$ cat src/rtl/mem_bus_arbiter_if.sv
// Bundle of the two requester ports and the memory-side bus shared by mem_bus_arbiter.
// The slave modport is the arbiter's view; master is the environment (requesters plus memory).
interface mem_bus_arbiter_if;
    logic        i_p0_DV;
    logic [2:0]  i_p0_bhw;
    logic [31:0] i_p0_address;
    logic [31:0] i_p0_data;
    logic        i_p0_write_notread;
    logic [31:0] o_p0_resp_data;
    logic        o_p0_resp_DV;
    logic        o_p0_overflow;

    logic        i_p1_DV;
    logic [2:0]  i_p1_bhw;
    logic [31:0] i_p1_address;
    logic [31:0] i_p1_data;
    logic        i_p1_write_notread;
    logic [31:0] o_p1_resp_data;
    logic        o_p1_resp_DV;
    logic        o_p1_overflow;

    logic [2:0]  o_mem_bhw;
    logic [31:0] o_mem_address;
    logic [31:0] o_mem_data;
    logic        o_mem_write_notread;
    logic        o_mem_DV;
    logic        i_mem_DV;
    logic [31:0] i_mem_data;

    // All strobes (*_DV) are single-cycle pulses; there is no ready/backpressure,
    // a request arriving at an occupied slot is dropped and flagged by o_pN_overflow.
    modport slave (
        input  i_p0_DV, i_p0_bhw, i_p0_address, i_p0_data, i_p0_write_notread,
        output o_p0_resp_data, o_p0_resp_DV, o_p0_overflow,
        input  i_p1_DV, i_p1_bhw, i_p1_address, i_p1_data, i_p1_write_notread,
        output o_p1_resp_data, o_p1_resp_DV, o_p1_overflow,
        output o_mem_bhw, o_mem_address, o_mem_data, o_mem_write_notread, o_mem_DV,
        input  i_mem_DV, i_mem_data
    );

    modport master (
        output i_p0_DV, i_p0_bhw, i_p0_address, i_p0_data, i_p0_write_notread,
        input  o_p0_resp_data, o_p0_resp_DV, o_p0_overflow,
        output i_p1_DV, i_p1_bhw, i_p1_address, i_p1_data, i_p1_write_notread,
        input  o_p1_resp_data, o_p1_resp_DV, o_p1_overflow,
        input  o_mem_bhw, o_mem_address, o_mem_data, o_mem_write_notread, o_mem_DV,
        output i_mem_DV, i_mem_data
    );
endinterface

$ cat src/rtl/mem_bus_arbiter.sv
// Two-port round-robin arbiter for a single memory bus: one buffered request per port,
// one outstanding memory transaction, watchdog abort when memory never answers.
module mem_bus_arbiter #(
    parameter int unsigned TIMEOUT_CYCLES = 1024,
    parameter logic [31:0] TIMEOUT_DATA   = 32'hDEAD_BEEF
) (
    input  logic             i_clk,
    input  logic             i_rst_n,
    mem_bus_arbiter_if.slave bus,
    output logic             o_busy,
    output logic             o_timeout,
    output logic             state_dbg
);
    localparam int TW = $clog2(TIMEOUT_CYCLES);
    localparam logic [TW-1:0] TIMER_LAST = TW'(TIMEOUT_CYCLES - 1);

    typedef enum logic {S_IDLE = 1'b0, S_WAIT = 1'b1} state_t;

    typedef struct packed {
        logic [2:0]  bhw;
        logic [31:0] address;
        logic [31:0] data;
        logic        write_notread;
    } req_t;

    state_t        state, state_next;
    req_t          in_req [2];
    logic [1:0]    in_dv;
    req_t          slot [2];
    logic [1:0]    slot_valid;
    logic          owner;
    logic          last_grant;
    logic [TW-1:0] timer;

    logic          grant, winner, resp_hit, timeout_hit;
    logic [1:0]    take;

    req_t          mem_q;
    logic          mem_dv_q, timeout_q;
    logic [1:0]    resp_dv_q, overflow_q;
    logic [31:0]   resp_data_q [2];

    assign in_dv     = {bus.i_p1_DV, bus.i_p0_DV};
    assign in_req[0] = {bus.i_p0_bhw, bus.i_p0_address, bus.i_p0_data, bus.i_p0_write_notread};
    assign in_req[1] = {bus.i_p1_bhw, bus.i_p1_address, bus.i_p1_data, bus.i_p1_write_notread};

    always_ff @(posedge i_clk or negedge i_rst_n) begin
        if (!i_rst_n) state <= S_IDLE;
        else          state <= state_next;
    end

    always_comb begin
        state_next = state;
        case (state)
            S_IDLE:  if (|slot_valid) state_next = S_WAIT;
            S_WAIT:  if (bus.i_mem_DV || timer == TIMER_LAST) state_next = S_IDLE;
            default: state_next = S_IDLE;
        endcase
    end

    // Decisions for the current edge; a response on the threshold cycle wins over the watchdog.
    always_comb begin
        grant       = 1'b0;
        winner      = 1'b0;
        resp_hit    = 1'b0;
        timeout_hit = 1'b0;
        case (state)
            S_IDLE: begin
                grant  = |slot_valid;
                winner = (&slot_valid) ? ~last_grant : slot_valid[1];
            end
            S_WAIT: begin
                resp_hit    = bus.i_mem_DV;
                timeout_hit = !bus.i_mem_DV && (timer == TIMER_LAST);
            end
            default: ;
        endcase
        take = grant ? (winner ? 2'b10 : 2'b01) : 2'b00;
    end

    // A new request may refill a slot on the same edge the slot is handed to memory.
    always_ff @(posedge i_clk or negedge i_rst_n) begin
        if (!i_rst_n) begin
            slot_valid <= '0;
            overflow_q <= '0;
            for (int p = 0; p < 2; p++) slot[p] <= '0;
        end else begin
            for (int p = 0; p < 2; p++) begin
                overflow_q[p] <= in_dv[p] && slot_valid[p] && !take[p];
                if (in_dv[p] && (!slot_valid[p] || take[p])) begin
                    slot[p]       <= in_req[p];
                    slot_valid[p] <= 1'b1;
                end else if (take[p]) begin
                    slot_valid[p] <= 1'b0;
                end
            end
        end
    end

    always_ff @(posedge i_clk or negedge i_rst_n) begin
        if (!i_rst_n) begin
            mem_q          <= '0;
            mem_dv_q       <= 1'b0;
            owner          <= 1'b0;
            last_grant     <= 1'b1;
            timer          <= '0;
            resp_dv_q      <= '0;
            resp_data_q[0] <= '0;
            resp_data_q[1] <= '0;
            timeout_q      <= 1'b0;
        end else begin
            mem_dv_q  <= grant;
            timeout_q <= timeout_hit;
            resp_dv_q <= '0;
            if (grant) begin
                mem_q <= slot[winner];
                owner <= winner;
                timer <= '0;
            end else if (state == S_WAIT) begin
                timer <= timer + TW'(1);
            end
            if (resp_hit || timeout_hit) begin
                resp_dv_q[owner]   <= 1'b1;
                resp_data_q[owner] <= resp_hit ? bus.i_mem_data : TIMEOUT_DATA;
                last_grant         <= owner;
            end
        end
    end

    assign bus.o_mem_bhw           = mem_q.bhw;
    assign bus.o_mem_address       = mem_q.address;
    assign bus.o_mem_data          = mem_q.data;
    assign bus.o_mem_write_notread = mem_q.write_notread;
    assign bus.o_mem_DV            = mem_dv_q;
    assign bus.o_p0_resp_DV        = resp_dv_q[0];
    assign bus.o_p1_resp_DV        = resp_dv_q[1];
    assign bus.o_p0_resp_data      = resp_data_q[0];
    assign bus.o_p1_resp_data      = resp_data_q[1];
    assign bus.o_p0_overflow       = overflow_q[0];
    assign bus.o_p1_overflow       = overflow_q[1];
    assign o_busy                  = (state == S_WAIT);
    assign o_timeout               = timeout_q;
    assign state_dbg               = state;
endmodule

$ cat src/flat_wrapper.sv
// flat-port wrapper written by rule: the top's interface ports become plain ports
module mem_bus_arbiter_flat 
#(
    parameter int unsigned TIMEOUT_CYCLES = 1024,
    parameter logic [31:0] TIMEOUT_DATA   = 32'hDEAD_BEEF
)
  (i_clk, i_rst_n, o_busy, o_timeout, state_dbg, bus_i_p0_DV, bus_i_p0_bhw, bus_i_p0_address, bus_i_p0_data, bus_i_p0_write_notread, bus_o_p0_resp_data, bus_o_p0_resp_DV, bus_o_p0_overflow, bus_i_p1_DV, bus_i_p1_bhw, bus_i_p1_address, bus_i_p1_data, bus_i_p1_write_notread, bus_o_p1_resp_data, bus_o_p1_resp_DV, bus_o_p1_overflow, bus_o_mem_bhw, bus_o_mem_address, bus_o_mem_data, bus_o_mem_write_notread, bus_o_mem_DV, bus_i_mem_DV, bus_i_mem_data);
  mem_bus_arbiter_if bus_i ();
  input  logic i_clk;
  input  logic i_rst_n;
  output logic o_busy;
  output logic o_timeout;
  output logic state_dbg;
  input wire logic [$bits(bus_i.i_p0_DV)-1:0] bus_i_p0_DV;
  input wire logic [$bits(bus_i.i_p0_bhw)-1:0] bus_i_p0_bhw;
  input wire logic [$bits(bus_i.i_p0_address)-1:0] bus_i_p0_address;
  input wire logic [$bits(bus_i.i_p0_data)-1:0] bus_i_p0_data;
  input wire logic [$bits(bus_i.i_p0_write_notread)-1:0] bus_i_p0_write_notread;
  output wire logic [$bits(bus_i.o_p0_resp_data)-1:0] bus_o_p0_resp_data;
  output wire logic [$bits(bus_i.o_p0_resp_DV)-1:0] bus_o_p0_resp_DV;
  output wire logic [$bits(bus_i.o_p0_overflow)-1:0] bus_o_p0_overflow;
  input wire logic [$bits(bus_i.i_p1_DV)-1:0] bus_i_p1_DV;
  input wire logic [$bits(bus_i.i_p1_bhw)-1:0] bus_i_p1_bhw;
  input wire logic [$bits(bus_i.i_p1_address)-1:0] bus_i_p1_address;
  input wire logic [$bits(bus_i.i_p1_data)-1:0] bus_i_p1_data;
  input wire logic [$bits(bus_i.i_p1_write_notread)-1:0] bus_i_p1_write_notread;
  output wire logic [$bits(bus_i.o_p1_resp_data)-1:0] bus_o_p1_resp_data;
  output wire logic [$bits(bus_i.o_p1_resp_DV)-1:0] bus_o_p1_resp_DV;
  output wire logic [$bits(bus_i.o_p1_overflow)-1:0] bus_o_p1_overflow;
  output wire logic [$bits(bus_i.o_mem_bhw)-1:0] bus_o_mem_bhw;
  output wire logic [$bits(bus_i.o_mem_address)-1:0] bus_o_mem_address;
  output wire logic [$bits(bus_i.o_mem_data)-1:0] bus_o_mem_data;
  output wire logic [$bits(bus_i.o_mem_write_notread)-1:0] bus_o_mem_write_notread;
  output wire logic [$bits(bus_i.o_mem_DV)-1:0] bus_o_mem_DV;
  input wire logic [$bits(bus_i.i_mem_DV)-1:0] bus_i_mem_DV;
  input wire logic [$bits(bus_i.i_mem_data)-1:0] bus_i_mem_data;
  assign bus_i.i_p0_DV = bus_i_p0_DV;
  assign bus_i.i_p0_bhw = bus_i_p0_bhw;
  assign bus_i.i_p0_address = bus_i_p0_address;
  assign bus_i.i_p0_data = bus_i_p0_data;
  assign bus_i.i_p0_write_notread = bus_i_p0_write_notread;
  assign bus_o_p0_resp_data = bus_i.o_p0_resp_data;
  assign bus_o_p0_resp_DV = bus_i.o_p0_resp_DV;
  assign bus_o_p0_overflow = bus_i.o_p0_overflow;
  assign bus_i.i_p1_DV = bus_i_p1_DV;
  assign bus_i.i_p1_bhw = bus_i_p1_bhw;
  assign bus_i.i_p1_address = bus_i_p1_address;
  assign bus_i.i_p1_data = bus_i_p1_data;
  assign bus_i.i_p1_write_notread = bus_i_p1_write_notread;
  assign bus_o_p1_resp_data = bus_i.o_p1_resp_data;
  assign bus_o_p1_resp_DV = bus_i.o_p1_resp_DV;
  assign bus_o_p1_overflow = bus_i.o_p1_overflow;
  assign bus_o_mem_bhw = bus_i.o_mem_bhw;
  assign bus_o_mem_address = bus_i.o_mem_address;
  assign bus_o_mem_data = bus_i.o_mem_data;
  assign bus_o_mem_write_notread = bus_i.o_mem_write_notread;
  assign bus_o_mem_DV = bus_i.o_mem_DV;
  assign bus_i.i_mem_DV = bus_i_mem_DV;
  assign bus_i.i_mem_data = bus_i_mem_data;
  mem_bus_arbiter #(.TIMEOUT_CYCLES(TIMEOUT_CYCLES), .TIMEOUT_DATA(TIMEOUT_DATA)) u_core (.i_clk(i_clk), .i_rst_n(i_rst_n), .bus(bus_i), .o_busy(o_busy), .o_timeout(o_timeout), .state_dbg(state_dbg));
endmodule
$ cat config.mk
export PLATFORM = sky130hd
export DESIGN_NAME = mem_bus_arbiter_flat
export DESIGN_NICKNAME = d
export VERILOG_FILES = /design/src/rtl/mem_bus_arbiter_if.sv /design/src/rtl/mem_bus_arbiter.sv /design/src/flat_wrapper.sv
export SDC_FILE = /design/constraint.sdc
export NUM_CORES = 1
export LEC_CHECK = 0
export CAP_MARGIN = 10
export CORE_MARGIN = 3
export CORE_UTILIZATION = 49
export DETAILED_ROUTE_END_ITERATION = 10
export GPL_ROUTABILITY_DRIVEN = 0
export GPL_TIMING_DRIVEN = 0
export PLACE_DENSITY_LB_ADDON = 0.25
export REMOVE_ABC_BUFFERS = 1
export SYNTH_ARGS = -nofsm -noshare
export SYNTH_HDL_FRONTEND = slang
export SYNTH_SLANG_ARGS = --single-unit
$ cat constraint.sdc
create_clock -name i_clk -period 2.14 [get_ports i_clk]
set_input_delay 0.428 -clock i_clk [delete_from_list [all_inputs] [get_ports i_clk]]
set_output_delay 0.428 -clock i_clk [all_outputs]
set_load 0.02 [all_outputs]
; ---- After elaboration in Yosys (flattened, before gate mapping)
; Index checks and enable logic that the tools add are counted.
[classes]
n_mux = 26
shifts = 0
add_sub_neg = 1
order_cmp = 5
n_mul = 0
div_mod_pow = 0
bitwise_logic = 4
reduce_logical = 23
eq_ne = 1
[op_table]
columns = op, n
row1 = 2-to-1 mux 68 bit, 3
row2 = bitwise mux 64 bit, 1
row3 = 2-to-1 mux 32 bit, 2
row4 = demux 32 bit (select 1 bit), 1
row5 = 2-to-1 mux 10 bit, 2
row6 = 2-to-1 mux 1 bit, 12
row7 = "adder 10 x 1 -> 10 bit, second input constant", 1
row8 = "== test 10 bit, second input constant", 1
row9 = logical AND 1 bit, 9
row10 = 2-to-1 mux 2 bit, 3
row11 = nonzero test 2 bit, 3
row12 = logical NOT 1 bit, 5
row13 = ">= comparator 2 bit, second input constant", 2
row14 = logical OR 1 bit, 4
row15 = inverter 1 -> 2 bit, 2
row16 = "< comparator 1 x 2 -> 1 bit, second input constant", 1
row17 = "< comparator 2 x 1 -> 1 bit, second input constant", 1
row18 = inverter 1 bit, 2
row19 = case mux 1 bit (2 select lines), 1
row20 = AND reduction 2 bit, 1
row21 = OR reduction 2 bit, 1
row22 = demux 1 bit (select 1 bit), 1
row23 = ">= comparator 1 bit, second input constant", 1
[word_totals]
latch_bits = 0
memories = 0
out_inout_bits = 140
mem_bits_ro = 0
word_cells = 84
in_bits = 173
ff_bits = 289
mem_bits_rw = 0

; ---- Depth between registers and ports, before layout
[depth]
depth_word = 8
depth_mapped = 7
ltp_nobuf = 6

; ---- Worst setup path after synthesis
; OpenSTA, ideal clock, no wires.
[synth_timing]
path_kind = register -> register
from = register u_core.last_grant
to = register u_core.slot[15] (netlist name)
path_stages_with_launch = 7
synth_period_minus_slack_ns = 1.593
arrival_time_ns = 1.468
required_ns = 2.015
setup_time_ns = 0.125
slack_ns = 0.547
path_cell_list = dfstp_2 and2_1 o21ai_2 nand2_2 buf_4 buf_6 mux2_2
[synth_between]
elab_chain_len = 7
[synth_lines]
columns = element, line
row1 = start: declaration, mem_bus_arbiter.sv:32  ; logic last_grant;
row2 = start signal: assignment, mem_bus_arbiter.sv:125  ; last_grant <= owner;
row3 = inverter 1 bit, mem_bus_arbiter.sv:70  ; winner = (&slot_valid) ? ~last_grant : slot_valid[1];
row4 = 2-to-1 mux 1 bit, mem_bus_arbiter.sv:70
row5 = 2-to-1 mux 1 bit, mem_bus_arbiter.sv:67  ; case (state)
row6 = 2-to-1 mux 2 bit (2 in a row), mem_bus_arbiter.sv:78  ; take = grant ? (winner ? 2'b10 : 2'b01) : 2'b00;
row7 = logical OR 1 bit, mem_bus_arbiter.sv:90  ; if (in_dv[p] && (!slot_valid[p] || take[p])) begin
row8 = logical AND 1 bit, mem_bus_arbiter.sv:90
row9 = end signal: indexed assignment, mem_bus_arbiter.sv:91  ; slot[p] <= in_req[p];
row10 = end: declaration, mem_bus_arbiter.sv:29  ; req_t slot [2];
; No other way between the ends.
; A chain may end at the register's enable or synchronous reset.

; ---- Final worst setup path
[layout_timing]
from = register u_core.resp_data_q, in the netlist u_core.bus.o_p0_resp_data[3]
to = output bus_o_p0_resp_data[3]
[layout_rtl]
columns = element, line
row1 = start: declaration, mem_bus_arbiter.sv:41  ; logic [31:0] resp_data_q [2];
row2 = start signal: indexed assignment, mem_bus_arbiter.sv:124  ; resp_data_q[owner] <= resp_hit ? bus.i_mem_data : TIMEOUT_DATA;
row3 = end: declaration, flat_wrapper.sv:19  ; output wire logic [$bits(bus_i.o_p0_resp_data)-1:0] bus_o_p0_resp_data;
; No word-level cell between the ends.

==> key figures <==
Clock tree
  • H-tree Lvls: 1
  • Clock-pin slew on the worst setup and hold paths: 60 ps
  • CTS tree: yes
  • Latest clock arrival within the worst-skew pair: approximately 530 ps
  • Number of sinks driven by the clock tree: 289
  • CTS root buf: sky130_fd_sc_hd__clkbuf_16
  • Cts bufs inserted: 31
  • CTS Buffer Depth: 3

Pwr
  • Worst-case vdd ir drop: a little over 1 mV
  • Pwr/cell area: 1630 mW/mm^2
  • Cell internal power dissipation: roughly 17 mW
  • Reported net switching power: 9.09 mW
  • Logic pwr share: 0.434
  • Sw frac: 0.343
  • Sequential fraction of design power: 0.365
  • Share of total power in the clock network: 0.201
  • Static Leak: between 7 and 8 nW
  • PnR Total Power: ~26 mW

Floorplan
  • Overall die height: roughly 160 um
  • Io pins: roughly 310
  • Die Outline Area: approximately 0.026 mm^2
  • Total core area: between 0.02 and 0.025 mm^2
  • Starting utilization of the core area: 0.501
  • Width of the die: roughly 160 um
  • Standard-cell row count: 56

Final layout
  • Final standard cell utilization of the core: 0.690
  • Post-layout net count: between 1000 and 1500
  • Final-layout fill cell count: 1721
  • Area growth from synthesis to layout: 37.6%
  • Ratio of cells with drive above 1 in the final layout: 0.194
  • Finished Cell Area: roughly 0.016 mm^2
  • Diodes inserted: 0

Synth
  • Sequential-to-total area share from yosys stat: 0.611
  • Predominant post-synthesis flop cell: sky130_fd_sc_hd__dfrtp_1
  • Number of enable-type register cells in the synthesized netlist: 0
  • Share of flip-flops with an asynchronous set or reset: 1.00
  • Total of flip-flops plus latches after synthesis: 289
  • Synthesis Warnings: 0
  • Post-Synthesis Cells: approximately 840
  • Post-Syn Area per Cell: approximately 14 um^2
  • Combined area of all synthesized cells: roughly 0.012 mm^2
  • Post-synth cell types: 42

Setup path
  • Cell depth of the worst setup path: 1
  • Beginning of the worst register-to-register path: u_core.last_grant
  • Data required time at the worst endpoint: 1710 ps
  • Crit-path cells: clkdlybuf4s50_1
  • Register-to-register path setup slack: around 150 ps
  • CP Data Arrival Time: between 1500 and 2000 ps
  • Category of the worst setup path capture point: output pin
  • Number of cells traversed by the worst register-to-register path: 5
  • CP Class: flip-flop to output pin
  • Worst setup path start: u_core.bus.o_p0_resp_data[3]
  • Critical Path Sink: bus_o_p0_resp_data[3]
  • Critical path peak fanout: 2
  • Buffers plus inverters on the worst setup path: 1
  • Capturing point of the worst reg2reg path: u_core.slot[66]
  • Critical-path cell with the highest stage delay: sky130_fd_sc_hd__clkdlybuf4s50_1
  • Category of the worst setup path launch point: flip-flop
  • Delay of the slowest cell on the worst path: ~630 ps
  • CP delay by family, top: buffers and inverters

Global routing
  • Via count of the first global-routing pass: between 8000 and 9000
  • Global routing usage summed across all routing layers: 0.215
  • Overflow left after global routing: 0
  • Number of antenna violations at the first check in global routing: 0
  • First-pass GRT wire length: 45.1 mm
  • Pin count of the biggest net entering global routing: 123

Route
  • Total wirelength of the detailed-routed design: 28.1 mm
  • Via density per instance: about 5.3
  • Antenna-violating nets left: 0
  • Routed vias: 7792
  • Number of design-rule violations left by the first detailed-router iteration: a little over 500
  • Wire per inst: 19.0 um
  • Detailed-router iteration count before antenna repair: 4
  • Drc violations: 0

STA
  • Max transition margin: 0.455
  • RSZ-0062 raised after global routing: no
  • Fmax achieved: roughly 0.5 GHz
  • Max Slew Vio Count: 0
  • Count of final setup violators: 0
  • Number of failing hold endpoints at the final stage: 0
  • Slew at the pin with the worst max-slew slack: between 800 and 900 ps
  • Worst Skew: 6.67 ps
  • Clock period minus final worst setup slack: about 2000 ps
  • Final worst-path cycle share: 0.934
  • Worst hold margin: ~460 ps

Job
  • Number of max-cap violations: 0

Placed design
  • Placed inst area: between 0.015 and 0.02 mm^2
  • Quantity of I/O buffers inserted on ports: between 300 and 400
  • Detailed Place HPWL: around 19 mm

Run status
  • Result of the run: complete, no violations

Min path
  • Hold crit path type: input pin to asynchronous set/reset pin
## synthesized netlist by cell type (2+ instances only)
library cell,n,area share
sky130_fd_sc_hd__a22o_1,4,0.0030
sky130_fd_sc_hd__a2bb2oi_1,11,0.0081
sky130_fd_sc_hd__a2bb2oi_2,37,0.047
sky130_fd_sc_hd__a32o_1,16,0.014
sky130_fd_sc_hd__and2_1,2,0.0011
sky130_fd_sc_hd__buf_12,4,0.0068
sky130_fd_sc_hd__buf_2,25,0.011
sky130_fd_sc_hd__buf_4,8,0.0051
sky130_fd_sc_hd__buf_6,6,0.0057
sky130_fd_sc_hd__clkbuf_1,14,0.0044
sky130_fd_sc_hd__dfrtp_1,288,0.61
sky130_fd_sc_hd__inv_1,5,0.0016
sky130_fd_sc_hd__mux2_1,27,0.026
sky130_fd_sc_hd__mux2_2,110,0.10
sky130_fd_sc_hd__mux2i_1,70,0.059
sky130_fd_sc_hd__nand2_1,77,0.024
sky130_fd_sc_hd__nand3_1,3,0.0013
sky130_fd_sc_hd__nand4_1,3,0.0016
sky130_fd_sc_hd__nor2_1,4,0.0013
sky130_fd_sc_hd__nor2b_1,27,0.014
sky130_fd_sc_hd__nor3_1,2,0.00085
sky130_fd_sc_hd__o211ai_1,2,0.0013
sky130_fd_sc_hd__o21ai_0,71,0.030
sky130_fd_sc_hd__o21ai_2,2,0.0015
sky130_fd_sc_hd__o21ai_4,2,0.0027
sky130_fd_sc_hd__o31ai_1,2,0.0013
sky130_fd_sc_hd__xor2_1,2,0.0015
## metal layers
layer  vias to the layer above  wire [um]  track usage
met5                         -          0            0
met4                         0        536       0.0399
met3                        44       2860       0.0831
met2                       261      13700        0.369
met1                      3912      11000        0.261
li1                       3575          -            -
## flip-flops by register name (all words and copies together) (netlist names)
signal	cells
u_core.bus.o_mem_data	32
u_core.owner	1
u_core.bus.o_mem_address	32
u_core.overflow_q	2
u_core.last_grant	1
u_core.bus.o_mem_DV	1
u_core.resp_dv_q	2
u_core.slot	136
u_core.o_timeout	1
u_core.slot_valid	2
u_core.o_busy	1
u_core.bus.o_p1_resp_data	32
u_core.bus.o_mem_bhw	3
u_core.bus.o_mem_write_notread	1
u_core.bus.o_p0_resp_data	32
u_core.timer	10
## logic make-up (layout without fill, tap and decap cells)
kind of cell | count (synthesis) | after routing | synth area share
AO/OA/AOI/OAI | 149 | 149 | 0.109
XOR/XNOR | 3 | 3 | 0.00222
adder cells (fa/ha/maj) | 1 | 1 | 0.00106
buffers and inverters | 65 | 383 | 0.0361
flip-flops | 289 | 289 | 0.611
multiplexers | 207 | 207 | 0.190
AND/OR/NAND/NOR | 125 | 125 | 0.0506
## power by group through the flow
| stage | Combinational (mW) | Sequential [mW] | Clock (mW) |
|---|---|---|---|
| 6_report | 11.5 | 9.66 | 5.33 |
| 5_1_grt | 12.4 | 9.98 | 5.70 |
| 4_1_cts | 11.7 | 9.65 | 5.47 |
| 3_5_place_dp | 11.5 | 9.74 | 0 |
| 3_3_place_gp | 10.4 | 9.66 | 0 |
| 2_1_floorplan | 4.97 | 11.0 | 0 |
## final cells by class
type / count / area [um^2] / share of cell area
tap: 319 / 399 / 0.0245
timing repair buffer: 324 / 3370 / 0.207
clock inverter: 7 / 110 / 0.00676
inverter: 7 / 38.8 / 0.00238
multi-input combinational: 485 / 4210 / 0.258
clock buffer: 45 / 918 / 0.0564
sequential: 289 / 7230 / 0.444
## repair_timing
action	CTS	global route
setup buffers	2	0
resized for setup	2	0
endpoints found under the hold margin	83	0
hold buffers	1	0
endpoints found under the setup margin	74	0
## worst min-delay path by stage
stage	to	slack, ps	cells past startpoint
after floorplan	u_core.bus.o_mem_DV	130	0
after global placement	u_core.bus.o_mem_address[3]	460	2
after detailed placement	u_core.bus.o_mem_address[23]	460	1
after CTS	u_core.slot[85]	450	2
after global routing	u_core.slot[93]	460	2
final	u_core.bus.o_p1_resp_data[12]	460	2
## cell usage in the layout, fill, tap and decap left out, drive strengths merged, types with 2 or more instances in the layout
| master | Yosys | routed |
|---|---|---|
| clkdlybuf4s50 | 0 | 310 |
| dfrtp | 288 | 288 |
| mux2 | 137 | 137 |
| nand2 | 78 | 78 |
| o21ai | 76 | 76 |
| mux2i | 70 | 70 |
| a2bb2oi | 48 | 48 |
| clkbuf | 14 | 45 |
| nor2b | 27 | 27 |
| a32o | 16 | 16 |
| buf | 44 | 13 |
| inv | 6 | 6 |
| clkinv | 1 | 5 |
| nor2 | 4 | 4 |
| a22o | 4 | 4 |
| nand4 | 4 | 4 |
| nand3 | 3 | 3 |
| bufinv | 0 | 3 |
| nor3 | 3 | 3 |
| o211ai | 2 | 2 |
| o31ai | 2 | 2 |
| xor2 | 2 | 2 |
| and2 | 2 | 2 |
## metrics by stage
step / instances / setup WS (ps) / TNS (ps)
after global placement: 1412 / -11900 / -4142230
after floorplan: 781 / -3450 / -361490
final: 1476 / 142 / 0
after detailed placement: 1421 / -348 / -12510
after global routing: 1476 / 56.9 / 0
after CTS: 1476 / 106 / 0
Power figures use the tool's default switching activity.
